==> src/rtl/fifo_gamma_reader.sv <==
// fifo_gamma_reader: credit-based async-FIFO drain, skid buffer and gamma LUT stage; FIFO_GAMMA_READER_ERRCHK_EN adds protocolErr
module fifo_gamma_reader #(
  parameter int DATAWIDTH   = 8,
  parameter int SKIDDEPTH   = 4,
  parameter int FIFOLATENCY = 2
) (
  input  logic                 clkIn,
  input  logic                 rstIn,
  input  logic                 fifoRstDone,
  input  logic                 fifoEmpty,
  output logic                 fifoReadEn,
  input  logic [DATAWIDTH-1:0] fifoDataOut,
  input  logic                 fifoDataOutValid,
  input  logic                 lutWrEn,
  input  logic [DATAWIDTH-1:0] lutWrAddr,
  input  logic [DATAWIDTH-1:0] lutWrData,
  input  logic                 lutBypass,
  output logic [DATAWIDTH-1:0] pixOut,
  output logic                 pixValid,
  input  logic                 pixReady
`ifdef FIFO_GAMMA_READER_ERRCHK_EN
  ,
  output logic                 protocolErr
`endif
);
  localparam int PW = $clog2(SKIDDEPTH);
  localparam int CW = PW + 1;

  logic [CW-1:0]        inflight;
  logic [CW-1:0]        skidCount;
  logic [PW-1:0]        wrPtr;
  logic [PW-1:0]        rdPtr;
  logic [DATAWIDTH-1:0] skid [SKIDDEPTH];
  logic [DATAWIDTH-1:0] lut [2**DATAWIDTH];
  logic [CW:0]          credit;
  logic                 push;
  logic                 pop;
  logic [DATAWIDTH-1:0] skidHead;

  // read credits cover words in flight plus words parked in the skid buffer
  always_comb begin
    credit     = {1'b0, skidCount} + {1'b0, inflight};
    fifoReadEn = fifoRstDone & ~fifoEmpty & ~rstIn & (credit < (CW+1)'(SKIDDEPTH));
    push       = fifoDataOutValid & (inflight != '0);
    pop        = (skidCount != '0) & (~pixValid | pixReady);
    skidHead   = skid[rdPtr];
  end

  // in-flight counter and skid buffer pointers
  always_ff @(posedge clkIn) begin
    if (rstIn) begin
      inflight  <= '0;
      skidCount <= '0;
      wrPtr     <= '0;
      rdPtr     <= '0;
    end else begin
      inflight  <= inflight + CW'(fifoReadEn) - CW'(push);
      skidCount <= skidCount + CW'(push) - CW'(pop);
      if (push) wrPtr <= wrPtr + PW'(1);
      if (pop) rdPtr <= rdPtr + PW'(1);
    end
  end

  // skid storage holds returned words; contents need no reset
  always_ff @(posedge clkIn) begin
    if (push) skid[wrPtr] <= fifoDataOut;
  end

  // gamma LUT write port; the read in the output register sees the old value
  always_ff @(posedge clkIn) begin
    if (lutWrEn) lut[lutWrAddr] <= lutWrData;
  end

  // output register: load on pop, hold under stall, drop valid when accepted
  always_ff @(posedge clkIn) begin
    if (rstIn) begin
      pixValid <= 1'b0;
      pixOut   <= '0;
    end else if (pop) begin
      pixValid <= 1'b1;
      pixOut   <= lutBypass ? skidHead : lut[skidHead];
    end else if (pixReady) begin
      pixValid <= 1'b0;
    end
  end

`ifdef FIFO_GAMMA_READER_ERRCHK_EN
  localparam int MW = $clog2(FIFOLATENCY + 2);
  logic [MW-1:0] maskCnt;

  // sticky error on stray returns (outside the post-reset window) or skid overflow
  always_ff @(posedge clkIn) begin
    if (rstIn) begin
      maskCnt     <= MW'(FIFOLATENCY);
      protocolErr <= 1'b0;
    end else begin
      if (maskCnt != '0) maskCnt <= maskCnt - MW'(1);
      if ((fifoDataOutValid & (inflight == '0) & (maskCnt == '0)) |
          (push & (skidCount == CW'(SKIDDEPTH)))) protocolErr <= 1'b1;
    end
  end
`endif
endmodule
==> config.mk <==
export PLATFORM = sky130hd
export DESIGN_NAME = fifo_gamma_reader
export DESIGN_NICKNAME = d
export VERILOG_FILES = /design/src/rtl/fifo_gamma_reader.sv
export SDC_FILE = /design/constraint.sdc
export NUM_CORES = 2
export LEC_CHECK = 0
export CAP_MARGIN = 15
export CORE_MARGIN = 2
export CORE_UTILIZATION = 40
export DETAILED_ROUTE_END_ITERATION = 6
export PLACE_DENSITY_LB_ADDON = 0.05
export REMOVE_ABC_BUFFERS = 1
export SYNTH_ARGS = -nofsm -noshare
export SYNTH_HDL_FRONTEND = slang
export SYNTH_SLANG_ARGS = --single-unit
==> constraint.sdc <==
create_clock -name clkIn -period 5.3 [get_ports clkIn]
set_clock_uncertainty 0.15 [all_clocks]
set_input_delay 0.795 -clock clkIn [delete_from_list [all_inputs] [get_ports clkIn]]
set_output_delay 0.795 -clock clkIn [all_outputs]
set_load 0.05 [all_outputs]
==> flow_summary.toml <==
[run_status]
status = "complete, no violations"

[setup_path]
critical_path_class = "reg -> reg"
cp_data_arrival_time_ns = 5.62
r2r-end = "pixOut[2]"
path_max_fanout = 56
cp_slowest_cell = "mux4_4"
ff2ff_setup_slack_ns = 0.25
crit_required_ns = 5.87
crit_chain = "mux4_4 > buf_12 > mux4_2 > a22oi_1 > a21oi_1 > a311o_1 > or4_1 > a41oi_1 > a221oi_1"
end_kind = "flop"
worstRegToRegCells = 9
cpPeakStageDelay_ns = 1.02
critPathLaunchType = "flop"

[timing]
relSlewSlack_pct = 17.6
period_share_pct = 95.3
max_slew.worst_pin.slew_ns = 1.23
fin_ws_ns = 0.250
setup_tns_ns = 0
rsz0062_at_grt = "no"
fmax_ghz = 0.198
hold_violations = 0
whs_ns = 0.213
finalSetupViolations = 0
drv_slew = 0
fin_crit_ns = 5.05

[drt]
wl_per_cell_um = 34.9
dr_total_vias = 46807
vias_per_cell = 5.88
wl_um = 278000
firstDrtPassIters = 6
final_antenna_net_count = 0
drt-initial-drc-count = 5481
drc_errors = 0

[clock_tree]
cts_setup_buffers = 0
cts-root-buf = "clkbuf_16"
hold_buffers = 0
cts_buffers = 223
cts_resized = 0
tritoncts = "built"
cts.sinks = 2101
h-tree-depth = 4
clockBufferDepth = 3
clk_latency_ns = 0.88
clkTransAtPathRegs_ns = 0.06

[cells_and_area]
multi_input_area_sq_um = 18700
n_fill_cell = 17655
drive_above_1_share_pct = 19.7
seqCellArea_sq_um = 62900
final_nets = 5105
area_growth_pct = 15.9
fin_area_sq_um = 96100

[placement]
dpl_cell_area_sq_um = 89000
hpwlAfterDp_um = 179000
routabilityCongestion = 0.891
pre_cts_slack_ns = 0.367
io_buffers = 41

[die]
dieArea_sq_um = 211000
placementRows = 167
fp.dieH_um = 459
coreArea_sq_um = 207000
initial_core_util_pct = 40.1
pin_count = 42
die_x_um = 459

[job]
drv_cap = 0

[worst_hold_path]
worstHoldPathType = "in -> reg"
min_from = "lutWrData[5]"
min_to = "lut[65][5]"
holdPathStages = 1

[synthesis]
synth_top_family_by_area = "multiplexers"
synth.area.mux_share_pct = 10.6
yosys.area_share.simple_pct = 5.76
synthAdderAreaFrac_pct = 0.199
synth_compound_area_share_pct = 5.80
ys_seq_area_share_pct = 75.8
synth_seq_cells = 2101
ys_async_sr_fraction_pct = 0
avgSynthCellArea_sq_um = 17.7
synthesis.area_sq_um = 82900
synth_cell_types = 73
synth_edf_count = 2080
synthXorXnorAreaFrac_pct = 0.0739
ys_warn_count = 0
synth-main-ff-cell = "edfxtp_1"
synthTopCellsByArea = "edfxtp_1 75%, mux4_2 7.1%, mux2i_1 3.1%"
synthCells = 4687
synth_top_area_cell = "edfxtp_1"
synth_top_area_share_pct = 75.3

[global_routing]
grt.total_usage_pct = 26.3
grt_max_degree = 132
grt_pass1_wl_um = 385000
grt_remaining_overflow = 0
grt_pass1_vias = 46112
antenna_found_initial = 15

[power_and_ir_drop]
leakage_nw = 30.9
ir_drop_uv = 403
power_density_nw_per_um2 = 530
==> cells in the final DEF, fill, tap and decap left out, drive strengths merged, types with 14 or more instances in the layout <==
cell / n
mux4: 261
nor3: 14
a221oi: 21
o22ai: 21
clkbuf: 291
o221ai: 19
buf: 416
a21oi: 62
nand3: 71
mux2: 28
bufinv: 16
dfxtp: 21
inv: 17
nand2b: 14
nor2b: 124
and3: 16
and2: 25
clkdlybuf4s50: 33
a211oi: 118
nand2: 433
a22oi: 87
a311oi: 80
mux2i: 256
clkinv: 100
nor2: 321
nand4: 15
a31oi: 32
edfxtp: 2080
a32oi: 28
o21ai: 41
==> logic make-up after synthesis <==
kind of cell | count (synthesis)
simple gates | 1076
xor+xnor | 7
flops | 2101
fa+ha+maj | 12
mux | 545
compound gates | 635
buf+inv | 311
==> final cells by class <==
type,count,share of cell area [%]
inverters,11,0.0430
repair buffers,449,4.19
well taps,2704,3.52
multi-input cells,2275,19.5
flip-flops and latches,2101,65.4
clock buffers,291,6.24
clock inverters,126,1.11
diodes,10,0.0260
==> worst max path at each step <==
stage | from | end | slack, ns | cells past startpoint
after floorplan | flop | pixOut[2] | -12.24 | 8
after global placement | flop | pixOut[2] | -0.17 | 9
after detailed placement | flop | pixOut[2] | 0.37 | 12
after CTS | flop | pixOut[2] | 0.36 | 12
after global routing | flop | pixOut[2] | 0.14 | 12
final | flop | pixOut[2] | 0.25 | 9
==> Yosys cell counts (11+ instances only) <==
cell,instances
a311o_1,11
a32oi_1,28
o221ai_1,19
mux4_2,261
nor3_1,14
mux2i_1,256
a211oi_1,118
o2111ai_1,12
buf_2,78
clkbuf_1,142
buf_1,30
a311oi_1,80
nand2_1,433
buf_4,43
a31oi_1,32
and3_1,16
inv_1,11
o21ai_0,41
nand2b_1,14
nand4_1,15
mux2_2,27
edfxtp_1,2080
nor2_1,321
dfxtp_1,21
a21oi_1,62
nor2b_1,124
nor4_1,12
o22ai_1,21
a22oi_1,87
nand3_1,71
and2_1,20
o211ai_1,11
a221oi_1,21
==> power breakdown <==
part	internal [mW]	switching [mW]	total (mW)
combinational	5.71	11.5	17.2
clock	8.70	6.56	15.3
sequential	18.4	0.126	18.5
==> flip-flops by register name, summed over array words and instances, names as in the netlist, named ones only <==
signal,flops
pixValid,1
lut,2048
pixOut,8
skidCount,3
wrPtr,2
inflight,3
skid,32
rdPtr,2
==> per-layer routing <==
| layer | GRT usage (%) | vias to the layer above | share of wire, % |
|---|---|---|---|
| met1 | 38.0 | 24985 | 44 |
| met5 | 0 | - | 0.010 |
| met3 | 4.55 | 359 | 6.7 |
| met2 | 41.0 | 1843 | 46 |
| li1 | - | 19616 | - |
| met4 | 7.77 | 4 | 2.8 |
==> worst max-delay path, delay by kind of cell (launching register included) <==
| family | cells | cell delay [ns] |
|---|---|---|
| AO/OA/AOI/OAI | 5 | 1.63 |
| multiplexers | 2 | 1.50 |
| flip-flops | 1 | 0.63 |
| AND/OR/NAND/NOR | 1 | 0.59 |
| buffers and inverters | 1 | 0.33 |
==> metrics by stage <==
stage	utilization [%]	power (mW)	instances
finish	46.5	50.9	7967
global route	46.5	52.4	7959
CTS	46.5	51.2	7957
detailed placement	43.1	35.9	7540
global placement	43.1	36.0	7537
floorplan	-	27.2	4387
Power figures use the tool's default switching activity.
